<file path="config.mk">
export PLATFORM = sky130hd
export DESIGN_NAME = i2c_pad_conditioner
export DESIGN_NICKNAME = d
export VERILOG_FILES = /design/src/rtl/i2c_pad_conditioner_pkg.sv /design/src/rtl/i2c_glitch_filter.sv /design/src/rtl/i2c_pad_conditioner.sv
export SDC_FILE = /design/constraint.sdc
export NUM_CORES = 1
export LEC_CHECK = 0
export ABC_CLOCK_PERIOD_IN_PS = 1500
export CORE_MARGIN = 2
export CORE_UTILIZATION = 45
export CTS_CLUSTER_DIAMETER = 30
export DETAILED_ROUTE_END_ITERATION = 6
export PLACE_DENSITY = 0.69
export SLEW_MARGIN = 20
export SYNTH_ARGS = -nofsm -noshare
export SYNTH_HDL_FRONTEND = slang
export SYNTH_HIERARCHICAL = 1
export SYNTH_SLANG_ARGS = --single-unit
</file>
<file path="constraint.sdc">
create_clock -name wb_clk_i -period 1.5 [get_ports wb_clk_i]
set_input_delay 0.225 -clock wb_clk_i [delete_from_list [all_inputs] [get_ports wb_clk_i]]
set_output_delay 0.225 -clock wb_clk_i [all_outputs]
set_load 0.05 [all_outputs]
</file>
<file path="src/rtl/i2c_pad_conditioner_pkg.sv">
// rtl/i2c_pad_conditioner_pkg.sv - shared constants and width helper for the I2C pad conditioner
package i2c_pad_conditioner_pkg;

  localparam logic I2C_IDLE_LEVEL = 1'b1;
  localparam int   FILT_CNT_W     = 8;

  // Bits needed to hold values 0..value-1; never less than one bit.
  function automatic int i2c_clog2(input int value);
    int r;
    r = 0;
    for (int i = 0; i < 31; i++) begin
      if ((32'sd1 <<< i) < value) r = i + 1;
    end
    return (r < 1) ? 1 : r;
  endfunction

endpackage

</file>
<file path="src/rtl/i2c_glitch_filter.sv">
// rtl/i2c_glitch_filter.sv - per-line synchroniser plus consecutive-sample glitch filter
module i2c_glitch_filter
  import i2c_pad_conditioner_pkg::*;
#(
  parameter int FILTER_CYCLES = 4,
  parameter int SYNC_STAGES   = 2
) (
  input  logic clk,
  input  logic rst,
  input  logic pad,
  output logic level
);

  logic [SYNC_STAGES-1:0] sync;
  logic [FILT_CNT_W-1:0]  cnt;
  logic                   synced;

  assign synced = sync[SYNC_STAGES-1];

  always_ff @(posedge clk) begin
    if (rst) begin
      sync <= {SYNC_STAGES{I2C_IDLE_LEVEL}};
    end else begin
      sync <= {sync[SYNC_STAGES-2:0], pad};
    end
  end

  // Any reversal before the threshold restarts the count, so short glitches vanish.
  always_ff @(posedge clk) begin
    if (rst) begin
      level <= I2C_IDLE_LEVEL;
      cnt   <= '0;
    end else if (synced == level) begin
      cnt <= '0;
    end else if (cnt == FILT_CNT_W'(FILTER_CYCLES - 1)) begin
      level <= synced;
      cnt   <= '0;
    end else begin
      cnt <= cnt + 1'b1;
    end
  end

endmodule

</file>
<file path="src/rtl/i2c_pad_conditioner.sv">
// rtl/i2c_pad_conditioner.sv - SCL/SDA conditioning: sync, deglitch, START/STOP, busy tracking
// Optional SCL-stuck-low timeout enabled by defining I2C_BUS_TIMEOUT_EN.
module i2c_pad_conditioner
  import i2c_pad_conditioner_pkg::*;
#(
  parameter int FILTER_CYCLES  = 4,
  parameter int SYNC_STAGES    = 2,
  parameter int TIMEOUT_CYCLES = 65535
) (
  input  logic wb_clk_i,
  input  logic wb_rst_i,
  input  logic scl_pad_i,
  input  logic sda_pad_i,
  output logic scl_o,
  output logic sda_o,
  output logic scl_rise_o,
  output logic scl_fall_o,
  output logic start_o,
  output logic stop_o,
  output logic busy_o,
  output logic timeout_o,
  input  logic timeout_clr_i
);

  logic scl_f;
  logic sda_f;
  logic scl_prev;
  logic sda_prev;
  logic start_cond;
  logic stop_cond;
  logic to_hit;

  i2c_glitch_filter #(
    .FILTER_CYCLES(FILTER_CYCLES),
    .SYNC_STAGES  (SYNC_STAGES)
  ) u_scl_filter (
    .clk  (wb_clk_i),
    .rst  (wb_rst_i),
    .pad  (scl_pad_i),
    .level(scl_f)
  );

  i2c_glitch_filter #(
    .FILTER_CYCLES(FILTER_CYCLES),
    .SYNC_STAGES  (SYNC_STAGES)
  ) u_sda_filter (
    .clk  (wb_clk_i),
    .rst  (wb_rst_i),
    .pad  (sda_pad_i),
    .level(sda_f)
  );

  assign scl_o = scl_f;
  assign sda_o = sda_f;

  // SCL must be stably high across the SDA transition; a simultaneous SCL change disqualifies it.
  assign start_cond = scl_prev & scl_f & sda_prev & ~sda_f;
  assign stop_cond  = scl_prev & scl_f & ~sda_prev & sda_f;

  always_ff @(posedge wb_clk_i) begin
    if (wb_rst_i) begin
      scl_prev   <= I2C_IDLE_LEVEL;
      sda_prev   <= I2C_IDLE_LEVEL;
      scl_rise_o <= 1'b0;
      scl_fall_o <= 1'b0;
      start_o    <= 1'b0;
      stop_o     <= 1'b0;
      busy_o     <= 1'b0;
    end else begin
      scl_prev   <= scl_f;
      sda_prev   <= sda_f;
      scl_rise_o <= scl_f & ~scl_prev;
      scl_fall_o <= ~scl_f & scl_prev;
      start_o    <= start_cond;
      stop_o     <= stop_cond;
      if (to_hit) begin
        busy_o <= 1'b0;
      end else if (start_cond) begin
        busy_o <= 1'b1;
      end else if (stop_cond) begin
        busy_o <= 1'b0;
      end
    end
  end

`ifdef I2C_BUS_TIMEOUT_EN
  localparam int TO_W = i2c_clog2(TIMEOUT_CYCLES + 1);

  logic [TO_W-1:0] to_cnt;

  assign to_hit = ~scl_f && (to_cnt == TO_W'(TIMEOUT_CYCLES));

  // Counter saturates at the limit; setting the flag takes priority over a clear.
  always_ff @(posedge wb_clk_i) begin
    if (wb_rst_i) begin
      to_cnt    <= '0;
      timeout_o <= 1'b0;
    end else begin
      if (scl_f) begin
        to_cnt <= '0;
      end else if (to_cnt != TO_W'(TIMEOUT_CYCLES)) begin
        to_cnt <= to_cnt + 1'b1;
      end
      if (to_hit) begin
        timeout_o <= 1'b1;
      end else if (timeout_clr_i) begin
        timeout_o <= 1'b0;
      end
    end
  end
`else
  logic unused_timeout;

  assign to_hit         = 1'b0;
  assign timeout_o      = 1'b0;
  assign unused_timeout = &{1'b0, timeout_clr_i, TIMEOUT_CYCLES[0]};
`endif

endmodule

</file>
==> reports/qor.csv, run 1 <==
stage;metric;value;unit
timing;worst path setup slack after routing;0.1369;ns
logic_synthesis;Synth Area per Inst;9.550;um2
drt;remaining antenna violation count after routing;0;
pwr;switching pwr;295.8;uW
floorplan;I/O pins;13;
logic_synthesis;count of flip-flops with a built-in enable after synthesis;0;
cells_and_area;summed area of non-filler cells in the final layout;1381;um2
cells_and_area;footprint of the flip-flops and latches;580.6;um2
worst_setup_path;sum of buffers and inverters on the critical path;0;
cells_and_area;final standard cell count with taps included and fillers excluded;171;
logic_synthesis;Synth cell types;24;
worst_setup_path;Setup Crit Path Kind;reg -> reg;
pwr;internal power;970.3;uW
placed_design;total placed instance area;1308;um2
drt;first drt pass iteration count;6;
cts;largest buffer count on any clock path;2;
worst_setup_path;maximum fanout along the worst path;5;
logic_synthesis;most numerous cell in the Yosys netlist;sky130_fd_sc_hd__dfxtp_1;
timing;setup TNS;0;ns
logic_synthesis;Compound-Gate Fraction of Synth Area;0.1209;
floorplan;number of core rows;18;
pwr;net switching share of the total power;0.2336;
global_route;wire length of the first global-routing pass;3291;um
logic_synthesis;area share of the leading cell type in the synthesized netlist;0.5196;
pwr;Peak VDD IR;520.7;uV
logic_synthesis;Main synth FF type;sky130_fd_sc_hd__dfxtp_1;
logic_synthesis;number of synthesized register bits;29;
logic_synthesis;post-synth net total;124;
drt;Final Routed Wirelength;1970;um
global_route;vias in the first global route;826;
timing;worst clock skew;0.007966;ns
cells_and_area;growth of design area from synthesis to finish;23.63;%
timing;number of endpoints with negative hold slack in the final report;0;
placed_design;number of cells after detailed placement;163;
placed_design;Detail Placement HPWL;1482;um
timing;hold_ws;0.4220;ns
logic_synthesis;fraction of the mapped netlist area in simple logic gates;0.2307;
pwr;pwr/cell area;916.6;nW/um2
drt;post-DR wirelength/cell;11.52;um
cts;hold buffer count at cts;0;
logic_synthesis;portion of netlist area occupied by mux cells;0;
worst_setup_path;cell-by-cell trace of the critical path;ha_1 -> or3b_4 -> o211ai_4 -> nor2_1;
timing;final critical-path share of the clock period;0.9088;
cells_and_area;core utilization of the finished layout;0.5732;
drt;number of design rule violations left after detail routing;0;
pwr;Power, Total;1.266;mW
cts;clock-pin slew reported for the worst setup and hold paths after clock tree synthesis;0.09;ns
logic_synthesis;main combinational cell family by area after synthesis;simple AND/OR/NAND/NOR gates;
worst_setup_path;Top Family by Delay on Critical Path;simple AND/OR/NAND/NOR gates;
worst_setup_path;required time at the worst-slack endpoint;1.72;ns
floorplan;x dimension of the die;53.83;um
cts;insertion delay of the later-clocked pin in the worst-skew pair;0.34;ns
timing;Final min period;1.363;ns
cts;TritonCTS clock tree;done;
pwr;sequential cell fraction of total power;0.615;
timing;unrepaired setup endpoints after global routing;no;
logic_synthesis;commonest cells in the netlist;sky130_fd_sc_hd__dfxtp_1, sky130_fd_sc_hd__nor2_1, sky130_fd_sc_hd__inv_1;
cts;number of buffers added by the clock tree synthesis step;5;
logic_synthesis;cell count after synthesis;117;
worst_setup_path;slowest stage cell on the critical path;sky130_fd_sc_hd__or3b_4;
worst_hold_path;worst min-delay path category;reg -> reg;
drt;total number of vias;878;
cells_and_area;ratio of cells with drive above 1 in the final layout;0.2270;
cells_and_area;area of the multi-input gates;514.2;um2
pwr;cell leakage power;0.5542;nW
logic_synthesis;fraction of synthesized cell area in xor and xnor cells;0.06271;
global_route;all-layer global routing usage;0.1672;
timing;count of endpoints failing setup in the final report;0;
cts;root buf cell;sky130_fd_sc_hd__clkbuf_4;
cells_and_area;fin nets;147;
timing;Max Slew Vio Count;0;
worst_setup_path;Max stage delay on crit path;0.41;ns
outcome;outcome;finished clean;
floorplan;die footprint;2898;um2
pwr;combinational power share;0.031;
floorplan;core area;2410;um2
placed_design;GPL Wtd Cong;0.7317;
logic_synthesis;adder-cell share of the synthesized area;0.02240;
worst_setup_path;sort of element at the start of the critical path;flop;
worst_setup_path;Crit path arrival time;1.58;ns
drt;violation count after the first detailed-routing iteration;5;
timing;Max Freq;0.7336;GHz
logic_synthesis;post-synth top area cell;sky130_fd_sc_hd__dfxtp_1;
placed_design;worst slack at placement;0.03147;ns
floorplan;die span in y;53.83;um
logic_synthesis;most area-consuming cells after synthesis;sky130_fd_sc_hd__dfxtp_1, sky130_fd_sc_hd__xor2_1, sky130_fd_sc_hd__nand3_1;
pwr;share of power burned in the clock network;0.353;
cells_and_area;fillcell total;211;
worst_setup_path;CP endpoint kind;flop;
global_route;maximum number of pins on one net before global-route repair;12;
flow_run;max-cap violations;0;
floorplan;effective utilization at floorplan;0.4637;
logic_synthesis;netlist area before placement;1117;um2
drt;ratio of routed vias to standard cells;5.135;
logic_synthesis;sequential-to-total area share from yosys stat;0.5196;
placed_design;# port buffers;10;
cts;Clock Sink Count;29;
cts;CTS HTree Levels;2;
global_route;initial antenna violation count;0;
cells_and_area;count of inserted antenna diode cells;0;
logic_synthesis;async set or reset register ratio after synthesis;0;
global_route;overall overflow remaining after global route;0;
logic_synthesis;count of yosys warnings during synthesis;6;
-- sequential cells by signal (all words and copies together), names as in the netlist, 2 cells and up --
register and flops:
u_scl_filter/cnt 8, u_sda_filter/cnt 8, u_scl_filter/sync 2, u_sda_filter/sync 2
-- layout make-up --
type | count | share of cell area
timing repair buffer | 17 | 0.1159
clock inverter | 2 | 0.007246
multi-input combinational | 77 | 0.3723
clock buffer | 6 | 0.02989
sequential | 29 | 0.4203
tap | 30 | 0.02717
inverter | 10 | 0.02717
-- cells in the final DEF (no fill, tap or decap) --
cell	count
sky130_fd_sc_hd__nand2_1	4
sky130_fd_sc_hd__xnor2_1	2
sky130_fd_sc_hd__or3b_4	2
sky130_fd_sc_hd__or2_2	4
sky130_fd_sc_hd__xor2_1	6
sky130_fd_sc_hd__clkbuf_1	1
sky130_fd_sc_hd__o21ai_0	8
sky130_fd_sc_hd__a21oi_1	6
sky130_fd_sc_hd__ha_1	2
sky130_fd_sc_hd__nand4_1	2
sky130_fd_sc_hd__and3b_1	2
sky130_fd_sc_hd__inv_1	10
sky130_fd_sc_hd__o32ai_2	1
sky130_fd_sc_hd__dfxtp_1	29
sky130_fd_sc_hd__a31oi_1	1
sky130_fd_sc_hd__or3_1	6
sky130_fd_sc_hd__clkinv_2	2
sky130_fd_sc_hd__nand3_1	9
sky130_fd_sc_hd__o311ai_1	2
sky130_fd_sc_hd__o211ai_4	2
sky130_fd_sc_hd__conb_1	1
sky130_fd_sc_hd__buf_12	2
sky130_fd_sc_hd__nor3b_1	1
sky130_fd_sc_hd__buf_4	12
sky130_fd_sc_hd__clkdlybuf4s50_1	3
sky130_fd_sc_hd__or4_4	2
sky130_fd_sc_hd__nor2_1	12
sky130_fd_sc_hd__or2_1	2
sky130_fd_sc_hd__clkbuf_4	5
-- worst reg2reg max path, delay by kind of cell, from the launching register on --
kind,cells,cell delay (ns)
AND/OR/NAND/NOR,2,0.49
flip-flops,1,0.34
AO/OA/AOI/OAI,1,0.25
adder cells (fa/ha/maj),1,0.17
-- path summary, 6_finish.rpt --
path	slack, ns	from	end	cells after the start
worst max-delay path	0.14	u_scl_filter/cnt[0]$_SDFF_PP0_	u_scl_filter/cnt[2]$_SDFF_PP0_	4
worst min-delay path	0.42	u_scl_filter/sync[0]$_SDFF_PP1_	u_scl_filter/sync[1]$_SDFF_PP1_	1
worst max register to register	0.14	u_scl_filter/cnt[0]$_SDFF_PP0_	u_scl_filter/cnt[2]$_SDFF_PP0_	4
worst min register to register	0.42	u_scl_filter/sync[0]$_SDFF_PP1_	u_scl_filter/sync[1]$_SDFF_PP1_	1
-- metal layers --
layer / vias up / part of all wire / GRT usage / routed length [um]
li1: 448 / - / - / -
met4: 0 / 0.034 / 0.1538 / 66
met1: 406 / 0.46 / 0.1821 / 901
met2: 16 / 0.46 / 0.2459 / 908
met5: - / 0 / 0 / 0
met3: 8 / 0.048 / 0.06667 / 94
-- power by group through the flow --
stage | combinational, mW | clock, mW | sequential, mW
floorplan | 0.0218 | 0 | 0.797
global placement | 0.0363 | 0 | 0.797
detailed placement | 0.0374 | 0 | 0.797
CTS | 0.0376 | 0.463 | 0.779
global route | 0.0443 | 0.489 | 0.780
finish | 0.0398 | 0.447 | 0.779
-- what timing repair did --
item                                    in CTS  in global routing
setup buffers                                0                  0
gates resized for setup                      0                  4
endpoints found under the setup margin       0                 11
endpoints found under the hold margin        0                  0
-- logic make-up after synthesis --
group	count (synthesis)
AND/OR/NAND/NOR	46
AO/OA/AOI/OAI	20
other	1
adder cells (fa/ha/maj)	2
flip-flops	29
buffers and inverters	11
XOR/XNOR	8
(Power assumes the default switching activity.)
==> run 2: changes to the inputs <==
--- a/config.mk
+++ b/config.mk
@@ -6,11 +6,12 @@
 export NUM_CORES = 1
 export LEC_CHECK = 0
 export ABC_CLOCK_PERIOD_IN_PS = 1500
+export CAP_MARGIN = 0
 export CORE_MARGIN = 2
 export CORE_UTILIZATION = 45
 export CTS_CLUSTER_DIAMETER = 30
 export DETAILED_ROUTE_END_ITERATION = 6
-export PLACE_DENSITY = 0.69
+export PLACE_DENSITY = 0.76
 export SLEW_MARGIN = 20
 export SYNTH_ARGS = -nofsm -noshare
 export SYNTH_HDL_FRONTEND = slang
==> run 2 against run 1 <==
Clock power is 3% lower. Worst hold slack worse by 0.010 ns. Count of clock-buffer cells in the layout unchanged. Non-clock buffer count up 1. Total power decreased by 1.0%. Via count rose by 0.23%. Final cell count grew 0.58%. Fmax decreased by 2.1%. Die area did not move. Register-to-register slack lost 0.03 ns. Routed wire length down 2.7%.
==> reports/qor.csv, run 2 (synthesis results as in run 1) <==
stage;metric;value;unit;change
outcome;outcome;finished clean;;
cts;clock-pin slew reported for the worst setup and hold paths after clock tree synthesis;0.09;ns;about the same
pwr;internal power;972.0;uW;+0.17%
drt;total number of vias;880;;+0.23%
worst_hold_path;worst min-delay path startpoint;u_sda_filter/sync[0]$_SDFF_PP1_;;
cells_and_area;largest registers;u_scl_filter/cnt: 8 flops, u_sda_filter/cnt: 8 flops;;
floorplan;effective utilization at floorplan;0.4637;;unchanged
pwr;switching pwr;281.0;uW;-5.0%
worst_setup_path;depth of the most critical reg-to-reg path;4;;unchanged
timing;Final min period;1.392;ns;+0.02888 ns
drt;first drt pass iteration count;4;;-2
drt;remaining antenna violation count after routing;0;;unchanged
worst_setup_path;maximum fanout along the worst path;5;;unchanged
floorplan;I/O pins;13;;unchanged
pwr;share of power burned in the clock network;0.346;;-0.007
drt;number of design rule violations left after detail routing;0;;unchanged
timing;count of endpoints failing setup in the final report;0;;unchanged
timing;setup TNS;0;ns;unchanged
cts;Clock Sink Count;29;;unchanged
placed_design;GPL Wtd Cong;0.8432;;+15%
cts;largest buffer count on any clock path;2;;unchanged
pwr;Peak VDD IR;548.6;uV;+5.4%
floorplan;number of core rows;18;;unchanged
worst_setup_path;setup slack of the worst register-to-register path;0.11;ns;-0.03 ns
flow_run;max-cap violations;0;;unchanged
timing;unrepaired setup endpoints after global routing;no;;
pwr;combinational power share;0.033;;+0.002
global_route;vias in the first global route;784;;-5.1%
pwr;sequential cell fraction of total power;0.621;;+0.006
cts;insertion delay of the later-clocked pin in the worst-skew pair;0.32;ns;-0.02 ns
drt;violation count after the first detailed-routing iteration;20;;+15
drt;Final Routed Wirelength;1916;um;-2.7%
pwr;Power, Total;1.253;mW;-1.0%
timing;Max Slew Vio Count;0;;unchanged
pwr;cell leakage power;0.5590;nW;+0.87%
cells_and_area;fin nets;148;;+0.68%
placed_design;# port buffers;10;;unchanged
worst_setup_path;reg-to-reg critical path startpoint;u_scl_filter/cnt[0]$_SDFF_PP0_;;
worst_setup_path;Crit path arrival time;1.61;ns;+0.03 ns
worst_setup_path;required time at the worst-slack endpoint;1.71;ns;about the same
cells_and_area;leading cell types in the layout, fill and taps excluded;sky130_fd_sc_hd__dfxtp_1, sky130_fd_sc_hd__buf_4, sky130_fd_sc_hd__nor2_1;;
timing;number of endpoints with negative hold slack in the final report;0;;unchanged
floorplan;die span in y;53.83;um;unchanged
worst_hold_path;worst hold path depth;1;;unchanged
cells_and_area;most common cell after layout, fill and taps aside;sky130_fd_sc_hd__dfxtp_1;;
cts;TritonCTS clock tree;done;;
timing;hold_ws;0.4120;ns;-0.01008 ns
worst_setup_path;Setup Crit Path Kind;reg -> reg;;
global_route;overall overflow remaining after global route;0;;unchanged
cts;root buf cell;sky130_fd_sc_hd__clkbuf_4;;
worst_setup_path;Crit. Startpoint;u_scl_filter/cnt[0]$_SDFF_PP0_;;
cells_and_area;count of inserted antenna diode cells;0;;unchanged
floorplan;x dimension of the die;53.83;um;unchanged
worst_setup_path;sort of element at the start of the critical path;flop;;
timing;Max Freq;0.7184;GHz;-2.1%
worst_setup_path;CP endpoint kind;flop;;
placed_design;Detail Placement HPWL;1456;um;-1.8%
global_route;initial antenna violation count;0;;unchanged
pwr;net switching share of the total power;0.2243;;-0.009347
cells_and_area;ratio of cells with drive above 1 in the final layout;0.2324;;+0.005444
drt;ratio of routed vias to standard cells;5.116;;-0.35%
global_route;wire length of the first global-routing pass;3208;um;-2.5%
floorplan;core area;2410;um2;unchanged
floorplan;die footprint;2898;um2;unchanged
timing;final critical-path share of the clock period;0.9280;;+0.01926
drt;post-DR wirelength/cell;11.14;um;-3.3%
worst_setup_path;FF-to-FF End;u_scl_filter/cnt[3]$_SDFF_PP0_;;
worst_hold_path;hold-critical path endpoint;u_sda_filter/sync[1]$_SDFF_PP1_;;
cts;CTS HTree Levels;2;;unchanged
cells_and_area;growth of design area from synthesis to finish;24.30;%;
worst_hold_path;worst min-delay path category;reg -> reg;;
cts;hold buffer count at cts;0;;unchanged
global_route;maximum number of pins on one net before global-route repair;10;;-2
cts;buffers inserted during post-CTS setup optimization;0;;unchanged
cts;number of buffers added by the clock tree synthesis step;5;;unchanged
timing;worst clock skew;0.01003;ns;+0.002065 ns
global_route;all-layer global routing usage;0.1624;;-0.004866
pwr;pwr/cell area;902.2;nW/um2;-1.6%
[run 2: how the worst max path moves through the flow]
stage / to / slack, ns / cells after the start
floorplan: u_scl_filter/cnt[2]$_SDFF_PP0_ / 0.04 / 4
global placement: u_scl_filter/cnt[2]$_SDFF_PP0_ / 0.08 / 4
detailed placement: u_scl_filter/cnt[3]$_SDFF_PP0_ / 0.02 / 4
CTS: u_scl_filter/cnt[3]$_SDFF_PP0_ / 0.002 / 4
global route: u_scl_filter/cnt[3]$_SDFF_PP0_ / 0.06 / 4
finish: u_scl_filter/cnt[3]$_SDFF_PP0_ / 0.11 / 4
[run 2: repair_timing]
action,CTS,global route
resized for setup,0,4
hold endpoints to repair,0,0
setup endpoints to repair,0,9
[run 2: stage by stage]
step / area, um2 / std cells / worst slack, ns / util
final: 1389 / 172 / 0.1080 / 0.5763
after global routing: 1389 / 172 / 0.05903 / 0.5763
after CTS: 1366 / 172 / 0.001965 / 0.5670
after detailed placement: 1315 / 164 / 0.01955 / 0.5457
after global placement: 1315 / 164 / 0.07851 / 0.5457
after floorplan: 1117 / 117 / 0.04443 / -
[run 2: area by class of cell]
| class | count | area, um2 |
|---|---|---|
| tap | 30 | 37.54 |
| timing repair buffer | 18 | 167.7 |
| fill | 203 | 1021 |
| clock buffer | 6 | 41.29 |
| multi-input combinational | 77 | 514.2 |
| sequential | 29 | 580.6 |
| inverter | 10 | 37.54 |
| clock inverter | 2 | 10.01 |
[run 2: critical path, stage by stage, from the launching register on]
cell and delay, ns:
sky130_fd_sc_hd__dfxtp_1 0.35, sky130_fd_sc_hd__ha_1 0.17, sky130_fd_sc_hd__or3b_4 0.41, sky130_fd_sc_hd__o211ai_4 0.26
sky130_fd_sc_hd__nor2_1 0.09
[run 2: power by group through the flow]
| stage | Clock, mW | Sequential [mW] | Combinational [mW] |
|---|---|---|---|
| 2_1_floorplan | 0 | 0.797 | 0.0218 |
| 3_3_place_gp | 0 | 0.796 | 0.0378 |
| 3_5_place_dp | 0 | 0.797 | 0.0388 |
| 4_1_cts | 0.454 | 0.779 | 0.0393 |
| 5_1_grt | 0.471 | 0.779 | 0.0474 |
| 6_report | 0.433 | 0.779 | 0.0414 |
[run 2: routing by layer]
layer | track usage | vias to the layer above | share of wire | wire length [um]
li1 | - | 451 | - | -
met1 | 0.1713 | 399 | 0.44 | 846
met2 | 0.2581 | 22 | 0.48 | 911
met3 | 0.05278 | 8 | 0.046 | 88
met4 | 0.1410 | 0 | 0.037 | 70
met5 | 0 | - | 0 | 0
==> run 3: changes to the inputs <==
--- a/config.mk
+++ b/config.mk
@@ -5,6 +5,7 @@
 export SDC_FILE = /design/constraint.sdc
 export NUM_CORES = 1
 export LEC_CHECK = 0
+export ABC_AREA = 0
 export ABC_CLOCK_PERIOD_IN_PS = 1500
 export CAP_MARGIN = 0
 export CORE_MARGIN = 2
==> results of run 3 <==
No change in the layout: final DEF, timing and power equal those of run 2.
